$ cat config.mk
export PLATFORM = sky130hd
export DESIGN_NAME = pulse_measure
export DESIGN_NICKNAME = d
export VERILOG_FILES = /design/src/rtl/pulse_measure_pkg.sv /design/src/rtl/sat_counter.sv /design/src/rtl/pulse_measure.sv
export SDC_FILE = /design/constraint.sdc
export NUM_CORES = 1
export LEC_CHECK = 0
export BUFFER_PORTS_ARGS = -buffer_cell sky130_fd_sc_hd__buf_2
export CORE_UTILIZATION = 40
export CTS_CLUSTER_DIAMETER = 50
export CTS_CLUSTER_SIZE = 12
export DETAILED_ROUTE_END_ITERATION = 8
export PLACE_DENSITY = 0.61
export SLEW_MARGIN = 40
export SYNTH_ARGS = -nofsm -noshare
export SYNTH_HDL_FRONTEND = slang
export SYNTH_SLANG_ARGS = --single-unit
export TNS_END_PERCENT = 20
$ cat constraint.sdc
create_clock -name clk -period 3.9 [get_ports clk]
set_input_delay 0.78 -clock clk [delete_from_list [all_inputs] [get_ports clk]]
set_output_delay 0.78 -clock clk [all_outputs]
set_load 0.01 [all_outputs]
$ cat src/rtl/pulse_measure_pkg.sv
// Shared types and helpers for the pulse_measure block.
package pulse_measure_pkg;

  typedef enum logic [1:0] {
    StIdle  = 2'd0,
    StArmed = 2'd1,
    StHigh  = 2'd2,
    StDone  = 2'd3
  } state_e;

  // All-ones value of a counter of the given width (1..32).
  function automatic logic [31:0] sat_max(input int unsigned width);
    return (width >= 32) ? 32'hFFFF_FFFF : ((32'd1 << width) - 32'd1);
  endfunction

endpackage

$ cat src/rtl/sat_counter.sv
// Saturating up-counter with synchronous load and an at-maximum flag.
module sat_counter
  import pulse_measure_pkg::*;
#(
  parameter int unsigned Width = 8
) (
  input  logic             clk_i,
  input  logic             rst_ni,
  input  logic             load_i,
  input  logic [Width-1:0] load_val_i,
  input  logic             inc_i,
  output logic [Width-1:0] count_o,
  output logic             at_max_o
);

  localparam logic [Width-1:0] MaxVal = Width'(sat_max(Width));

  logic [Width-1:0] count_q, count_d;

  assign at_max_o = (count_q == MaxVal);
  assign count_o  = count_q;

  // Load wins over increment.
  always_comb begin
    count_d = count_q;
    if (load_i) begin
      count_d = load_val_i;
    end else if (inc_i && !at_max_o) begin
      count_d = count_q + Width'(1);
    end
  end

  always_ff @(posedge clk_i or negedge rst_ni) begin
    if (!rst_ni) begin
      count_q <= '0;
    end else begin
      count_q <= count_d;
    end
  end

endmodule

$ cat src/rtl/pulse_measure.sv
// Measures enable-to-pulse delay and pulse width, one result per enable assertion.
// Optional armed-state timeout is compiled in with PULSE_MEASURE_TIMEOUT_EN.
module pulse_measure
  import pulse_measure_pkg::*;
#(
  parameter int unsigned CNT_W   = 8,
  parameter int unsigned TIMEOUT = 200
) (
  input  logic             clk,
  input  logic             rst_n,
  input  logic             enable,
  input  logic             pulse,
  output logic             busy,
  output logic             meas_valid,
  output logic [CNT_W-1:0] delay_out,
  output logic [CNT_W-1:0] width_out,
  output logic             ovf,
  output logic             timeout
);

  if (CNT_W < 2 || CNT_W > 32 || TIMEOUT == 0) begin : g_bad_params
    $error("pulse_measure: CNT_W must be 2..32 and TIMEOUT nonzero");
  end

  state_e           state_q;
  logic             dly_load, dly_inc, wid_load, wid_inc;
  logic [CNT_W-1:0] dly_cnt, wid_cnt;
  logic             dly_max, wid_max;
  logic             to_hit;

`ifdef PULSE_MEASURE_TIMEOUT_EN
  // True on the armed edge that would bring the delay count up to TIMEOUT.
  assign to_hit = !dly_max && ((33'(dly_cnt) + 33'd1) == 33'(TIMEOUT));

  logic timeout_q;
  always_ff @(posedge clk or negedge rst_n) begin
    if (!rst_n) begin
      timeout_q <= 1'b0;
    end else begin
      timeout_q <= (state_q == StArmed) && enable && !pulse && to_hit;
    end
  end
  assign timeout = timeout_q;
`else
  assign to_hit  = 1'b0;
  assign timeout = 1'b0;
`endif

  always_comb begin
    dly_load = 1'b0;
    dly_inc  = 1'b0;
    wid_load = 1'b0;
    wid_inc  = 1'b0;
    unique case (state_q)
      StIdle:  dly_load = enable && !pulse;
      StArmed: begin
        dly_inc  = enable && !pulse;
        wid_load = enable && pulse;
      end
      StHigh:  wid_inc = pulse;
      default: ;
    endcase
  end

  sat_counter #(
    .Width (CNT_W)
  ) u_delay_cnt (
    .clk_i      (clk),
    .rst_ni     (rst_n),
    .load_i     (dly_load),
    .load_val_i ('0),
    .inc_i      (dly_inc),
    .count_o    (dly_cnt),
    .at_max_o   (dly_max)
  );

  sat_counter #(
    .Width (CNT_W)
  ) u_width_cnt (
    .clk_i      (clk),
    .rst_ni     (rst_n),
    .load_i     (wid_load),
    .load_val_i (CNT_W'(1)),
    .inc_i      (wid_inc),
    .count_o    (wid_cnt),
    .at_max_o   (wid_max)
  );

  always_ff @(posedge clk or negedge rst_n) begin
    if (!rst_n) begin
      state_q    <= StIdle;
      busy       <= 1'b0;
      meas_valid <= 1'b0;
      delay_out  <= '0;
      width_out  <= '0;
      ovf        <= 1'b0;
    end else begin
      meas_valid <= 1'b0;
      unique case (state_q)
        StIdle: begin
          if (enable && !pulse) begin
            state_q <= StArmed;
            busy    <= 1'b1;
          end
        end
        StArmed: begin
          if (!enable) begin
            state_q <= StIdle;
            busy    <= 1'b0;
          end else if (pulse) begin
            state_q <= StHigh;
          end else if (to_hit) begin
            state_q <= StDone;
            busy    <= 1'b0;
          end
        end
        StHigh: begin
          if (!pulse) begin
            state_q    <= StDone;
            busy       <= 1'b0;
            meas_valid <= 1'b1;
            delay_out  <= dly_cnt;
            width_out  <= wid_cnt;
            ovf        <= dly_max || wid_max;
          end
        end
        StDone: begin
          // Hold here until enable drops so each assertion yields one result.
          if (!enable) begin
            state_q <= StIdle;
          end
        end
        default: begin
          state_q <= StIdle;
          busy    <= 1'b0;
        end
      endcase
    end
  end

endmodule

-- Yosys cells after proc, flatten, opt, wreduce, memory -nomap -nowiden
Cells that the tools add are included.
- add/sub/neg operators: 2
- equal/unequal tests: 10
- muxes and demuxes: 20
- bitwise operators: 1
- reductions and logical operators: 15
- operators with widths (kind ; number):
    two-way mux 8 bit ; 4
    adder 8 x 1 -> 8 bit, second input constant ; 2
    equality test 8 bit, second input constant ; 2
    two-way mux 2 bit ; 5
    two-way mux 1 bit ; 9
    inequality test 2 bit, second input constant ; 4
    case mux 2 bit (4 select lines) ; 1
    AND reduction 4 bit ; 2
    equality test 2 bit, second input constant ; 2
    logical AND 1 bit ; 4
    nonzero test 2 bit ; 2
    zero test 1 bit ; 3
    inequality test 3 bit, second input constant ; 1
    case mux 1 bit (3 select lines) ; 1
    nonzero test 3 bit ; 1
    equality test 2 x 1 -> 1 bit, second input constant ; 1
    zero test 2 bit ; 1
    AND reduction 2 bit ; 1
    logical OR 1 bit ; 1
    inverter 1 bit ; 1
- bits in registers: 37
- bits of input ports: 4
- output and inout bits: 20
- word-level logic and storage cells: 56

-- Logic depth before layout (Yosys ltp)
Gate-level depths: netlist (run 1).
- depth in word-level cells: 6
- mapped depth: 8
- mapped depth without buffers: 6

-- Cells and area by module
From an unflattened synthesis (run 1), not the netlist that was laid out.
- cells, all modules: 165
- area total of the unflattened synthesis: 1963.1 um^2
- modules (own cells, without submodules) (module ; instances ; cells an instance ; area an instance (um^2) ; seq. area each (um^2)):
    pulse_measure ; 1 ; 71 ; 994.7 ; 525.5
    sat_counter ; 2 ; 47 ; 484.2 ; 200.2

-- Worst setup path after synthesis (run 1)
Ideal clock, no wire load.
- path type: input -> register
- from: in pulse
- to: reg (tool-made name)
- library setup time: 120 ps
- data arrival time: 1727 ps
- data required time: 3780 ps
- slack: 2053 ps
- stages on the path: 5
- path buffers: 1
- cell sequence: and3b_1 buf_6 a2111oi_4 a21oi_1 a41o_1
- RTL lines (element ; line ; RTL):
    start: declaration ; pulse_measure.sv:12 ; input logic pulse,

==> impl_results.md, run 1 <==
- Status: finished, final reports clean
- Clock Tree Buf Depth: 2
- Fin crit period: 2000 ps
- Reg clk slew, reported paths: 70 ps
- Routed wl met3: 147 um
- Row Count: 23
- CORE AREA: 4140 um2
- Total negative slack: 0 ps
- Routed Antenna Nets: 0
- Lkg Pwr: 0.00103 uW
- Die width: 69.0 um
- Clock power frac: 31.7%
- Final setup vio count: 0
- Post-CTS setup repair buffer count: 0
- Internal power: 857 uW
- Max layer used: met4
- Startpoint types: flop
- Top-count cell post-synth: dfrtp_1
- Die footprint: 4760 um2
- Post-Syn Area per Cell: 11.6 um2
- Top cells by count, synth: dfrtp_1, mux2_2, nor2_1, nand2_1
- CTS resizes: 0
- Fin Hold WS: 439 ps
- WP data arrival: approximately 2200 ps
- CTS tree: yes
- Final Hold Fails: 0
- Synth cell types: between 40 and 50
- IO Port Bufs: 22
- Number of DRC markers in iteration 0: between 40 and 50
- Fillers: 399
- Switch Pwr: 380 uW
- Final Cell Area: 2070 um2
- Kind of critical path: flop to flop
- Logic gate share of total power: between 20% and 30%
- Final wirelength: 3200 um
- Vias in the first global route: between 1k and 1.5k
- Starting density of the core: 43.3%
- Synth area leader: dfrtp_1
- Seq pwr share: between 40% and 50%
- Drt wl/cell: 13.9 um
- Nets: 190
- CTS Buf Count: 5
- First-pass GRT wire length: 5690 um
- Metal2 WL: approximately 1500 um
- Area of the multi-input gates: 816 um2
- Largest net degree at the start of global routing: 38
- Placer congestion estimate: 0.787
- Power Density: 597 nW/um2
- Final cell count without fillers: 230
- Synth area leaders: dfrtp_1, mux2_2, ha_1
- Max Fclk: about 0.5 GHz
- Global-route usage over all layers: 16.9%
- RSZ-0062 raised after global routing: no
- Worst-skew pair later-pin latency: 290 ps
- Via count: 1247
- Yosys warns: 0
- Final HPWL DP: 2290 um
- Sequential-to-total area share from yosys stat: 51.6%
- First-pass DRT Iterations: 4
- Max-slew violations: 0
- Max Cap Viol: 0
- Crit-path max FO: 7
- Remaining DRCs: 0
- Slew at the pin closest to its max-slew limit: 571 ps
- DR vias/cell: 5.42
- Post-synth top area share: 51.6%
- Syn_nets: 166
- Cells after Synth: 155
- Antenna violations before repair: 0
- # hold bufs at CTS: 0
- Reg area: approximately 930 um2
- Dpl cells: around 220
- Post-Syn Area: 1790 um2
- CP Capture Type: flop
- Max H-tree Level: 2
- GRT overflow: 0
- Register bit total from synthesis: 37
- Die Ht: about 70 um
- Boundary Pins: 24
- Data required time at the worst endpoint: 4120 ps
- Syn-to-layout area delta: 15.6%
- N_diodes: 0
- Layout cell share with drive strength beyond 1: 28.3%
- EDFF count, synth: 0
- Sink Count: 37
- Peak supply drop: 0.000325 V
- Crit share post-route: between 50% and 60%
- Async set-reset flop share out of synthesis: 100%
- Sw Share: 30.7%
- Min-Delay Path Class: input pin to async pin
- Max-slew headroom: between 60% and 70%
- Placed cell areas: 1930 um2
- Root buf cell: clkbuf_8
- Final Total Pwr: 1240 uW
- Final Skew: between 4 and 5 ps
- Prevailing post-synth register cell: dfrtp_1
- Met1 WL: 1450 um
==> cell families after synthesis <==
| logic type | after synthesis | synth area share [%] |
|---|---|---|
| buffers and inverters | 11 | 3.07 |
| XOR/XNOR | 6 | 2.93 |
| multiplexers | 17 | 10.5 |
| adder cells (fa/ha/maj) | 7 | 4.88 |
| other | 1 | 0.209 |
| flip-flops | 37 | 51.6 |
| AND/OR/NAND/NOR | 46 | 14.4 |
| AO/OA/AOI/OAI | 30 | 12.3 |
==> flip-flops by register name, indices dropped and copies added (netlist names), named ones only <==
signal               count
busy                     1
u_width_cnt.count_o      8
u_delay_cnt.count_o      8
ovf                      1
meas_valid               1
state_q                  1
delay_out                8
width_out                8
==> stage by stage <==
stage,worst slack (ps),util (%)
floorplan,2050,-
global placement,1760,46.7
detailed placement,1710,46.7
CTS,1900,49.9
global route,1780,50.0
finish,1900,50.0
==> power groups by stage <==
stage | clock network [uW] | logic [uW] | registers [uW]
CTS | 403 | 336 | 513
global placement | 0 | 320 | 516
floorplan | 0 | 231 | 527
finish | 393 | 332 | 513
detailed placement | 0 | 334 | 520
global route | 416 | 375 | 525
==> area by class of cell <==
class / count / area share [%]
tap: 50 / 3.02
clock buffer: 5 / 3.32
multi-input combinational: 107 / 39.3
inverter: 6 / 1.09
clock inverter: 3 / 3.14
sequential: 37 / 44.7
timing repair buffer: 22 / 5.43
==> cells in the final DEF (no fill, tap or decap), types with 3 or more instances in the layout <==
cell type   n
nand3_1     3
dfrtp_1    37
mux2_2     15
inv_1       6
o21ai_0     7
ha_1        7
nand2_1     9
a21oi_1     6
and2_1      3
a211oi_1    4
o31ai_1     3
clkbuf_8    5
xor2_1      3
xnor2_1     3
buf_2      21
nor2_1     12
==> path summary, 6_finish.rpt <==
path / from / endpoint / slack [ps] / cells past startpoint
setup / recovery: flop / u_delay_cnt.count_o[5]$_DFFE_PN0P_ / 1900 / 6
hold / removal: rst_n / u_delay_cnt.count_o[1]$_DFFE_PN0P_ / 440 / 1
setup reg to reg: flop / u_delay_cnt.count_o[5]$_DFFE_PN0P_ / 1900 / 6
hold reg to reg: ovf$_DFFE_PN0P_ / ovf$_DFFE_PN0P_ / 460 / 2
max in group asynchronous: rst_n / u_delay_cnt.count_o[2]$_DFFE_PN0P_ / 3130 / 1
min in group clk: ovf$_DFFE_PN0P_ / ovf$_DFFE_PN0P_ / 460 / 2
==> critical path, cell delays in order (launching register included) <==
cell and delay, ps:
dfrtp_1 410, inv_1 130, ha_1 240, and3b_1 410, nand4_4 170, or4_1 420
a21oi_1 150
==> routing by layer <==
layer / track usage [%] / vias to the layer above
met5: 0 / -
li1: - / 601
met2: 26.1 / 22
met4: 8.42 / 0
met3: 5.10 / 7
met1: 21.4 / 617
(Power assumes the default switching activity.)
==> inputs of run 2 (changes only) <==
--- a/config.mk
+++ b/config.mk
@@ -10,7 +10,7 @@
 export CTS_CLUSTER_DIAMETER = 50
 export CTS_CLUSTER_SIZE = 12
 export DETAILED_ROUTE_END_ITERATION = 8
-export PLACE_DENSITY = 0.61
+export PLACE_DENSITY = 0.63
 export SLEW_MARGIN = 40
 export SYNTH_ARGS = -nofsm -noshare
 export SYNTH_HDL_FRONTEND = slang
==> constraint.sdc (replaced) <==
create_clock -name clk -period 1.75 [get_ports clk]
set_input_delay 0.35 -clock clk [delete_from_list [all_inputs] [get_ports clk]]
set_output_delay 0.35 -clock clk [all_outputs]
set_load 0.01 [all_outputs]
==> impl_results.md, run 2 (synthesis gave the netlist of run 1 again) <==
- Final wirelength: 3550 um (+11%)
- Startpoint types: flop
- IO Port Bufs: 22 (unchanged)
- Clock Tree Buf Depth: 2 (unchanged)
- Fin crit period: 1750 ps (-244 ps)
- GRT overflow: 0 (unchanged)
- Final Hold Fails: 0 (unchanged)
- Commonest non-fill, non-tap cells in the layout: dfrtp_1, buf_2, buf_4, mux2_2, nor2_1
- Max Fclk: 0.570 GHz (+14%)
- Layout cell share with drive strength beyond 1: 41.0% (+13 points)
- CTS Buf Count: 5 (unchanged)
- Lkg Pwr: 0.00112 uW (+8.7%)
- Syn-to-layout area delta: 25.5%
- Peak supply drop: 0.000654 V (+100%)
- Final cell count without fillers: 250 (+8.7%)
- First-pass DRT Iterations: 4 (unchanged)
- Final core occ: 54.3% (+4.3 points)
- Nets: 210 (+11%)
- Placed cell areas: 2060 um2 (+6.5%)
- Min-Delay Path Class: input pin to async pin
- Crit-path max FO: 3 (-4)
- Global-route usage over all layers: 17.0% (+0.052 points)
- Final worst setup slack: -3.89 ps (-1910 ps)
- Worst-skew pair later-pin latency: 290 ps (about the same)
- Sink Count: 37 (unchanged)
- Reg clk slew, reported paths: 70 ps (about the same)
- DR vias/cell: 5.35 (-1.3%)
- WP data arrival: 1930 ps (-280 ps)
- Row Count: 23 (unchanged)
- Die footprint: 4760 um2 (unchanged)
- Number of DRC markers in iteration 0: 46 (-4.2%)
- Placer congestion estimate: 0.901 (+14%)
- Status: finished, violations left
- Dpl cells: 237 (+6.8%)
- Final Total Pwr: 2870 uW (+130%)
- CTS tree: yes
- RSZ-0062 raised after global routing: yes
- Boundary Pins: 24 (unchanged)
- Final Cell Area: 2250 um2 (+8.6%)
- Antenna violations before repair: 0 (unchanged)
- FF-to-FF setup slack: -4 ps (-1910 ps)
- Drt wl/cell: 14.2 um (+2.1%)
- Final HPWL DP: 2520 um (+10%)
- CP Capture Type: flop
- Die width: 69.0 um (unchanged)
- Die Ht: 69.0 um (unchanged)
- Largest net degree at the start of global routing: 38 (unchanged)
- Remaining DRCs: 0 (unchanged)
- Vias in the first global route: 1231 (+1.6%)
- Root buf cell: clkbuf_8
- Crit share post-route: 100% (+49 points)
- Failing checks: negative setup slack
- First-pass GRT wire length: 5740 um (+0.84%)
- Kind of critical path: flop to flop
- Data required time at the worst endpoint: 1920 ps (-2200 ps)
- Final Skew: 6.74 ps (+2.02 ps)
- CORE AREA: 4140 um2 (unchanged)
- # hold bufs at CTS: 0 (unchanged)
- Via count: 1338 (+7.3%)
- Final setup vio count: 1 (+1)
- Max-slew violations: 0 (unchanged)
- Routed Antenna Nets: 0 (unchanged)
- N_diodes: 0 (unchanged)
- Max Cap Viol: 0 (unchanged)
- Commonest non-fill, non-tap cell in the layout: dfrtp_1
- Max H-tree Level: 2 (unchanged)
- Starting density of the core: 43.3% (unchanged)
- Power Density: 1270 nW/um2 (+110%)
## run 2: layout make-up
| cell class | count | area, um2 |
|---|---|---|
| clock inverter | 1 | 5.00 |
| clock buffer | 7 | 96.3 |
| timing repair buffer | 42 | 277 |
| multi-input combinational | 107 | 860 |
| inverter | 6 | 25.0 |
| tap | 50 | 62.6 |
| fill | 375 | 1890 |
| sequential | 37 | 927 |
## run 2: per-layer routing
layer	track usage [%]	share of wire (%)
met4	6.38	0.82
met3	5.59	3.5
met1	20.6	46
met2	27.8	50
met5	0	0
## run 2: worst paths after layout
| path | endpoint | cells past startpoint |
|---|---|---|
| worst max-delay path | flop | 7 |
| worst min-delay path | width_out[0]$_DFFE_PN0P_ | 2 |
| worst max register to register | flop | 7 |
| worst min register to register | ovf$_DFFE_PN0P_ | 2 |
| max in group asynchronous | state_q[0]$_DFFE_PN0P_ | 2 |
| min in group clk | flop | 2 |
## run 2: worst max-delay path, stage by stage (launching register included)
cell	delay (ps)
dfrtp_1	440
inv_2	70
buf_6	130
ha_4	150
o21a_1	200
a2111oi_4	310
a21oi_1	110
a41o_1	220
## run 2: repair_timing
action | CTS | global route
pin swaps | 0 | 5
setup buffers | 0 | 5
endpoints found under the setup margin | 4 | 12
resized for setup | 2 | 17
## run 2: power by group
group          switching [uW]  internal (uW)
clock                     288            356
sequential                128           1010
combinational             527            557
total                     943           1930
## run 2: stage by stage
| step | worst slack, ps | hold slack (ps) | setup TNS, ps |
|---|---|---|---|
| final | -3.89 | 97.3 | -3.89 |
| after global routing | -43.0 | 120 | -94.1 |
| after CTS | -6.88 | 112 | -6.88 |
| after detailed placement | -35.7 | 424 | -57.3 |
| after global placement | 74.4 | 415 | 0 |
| after floorplan | 21.8 | 54.4 | 0 |
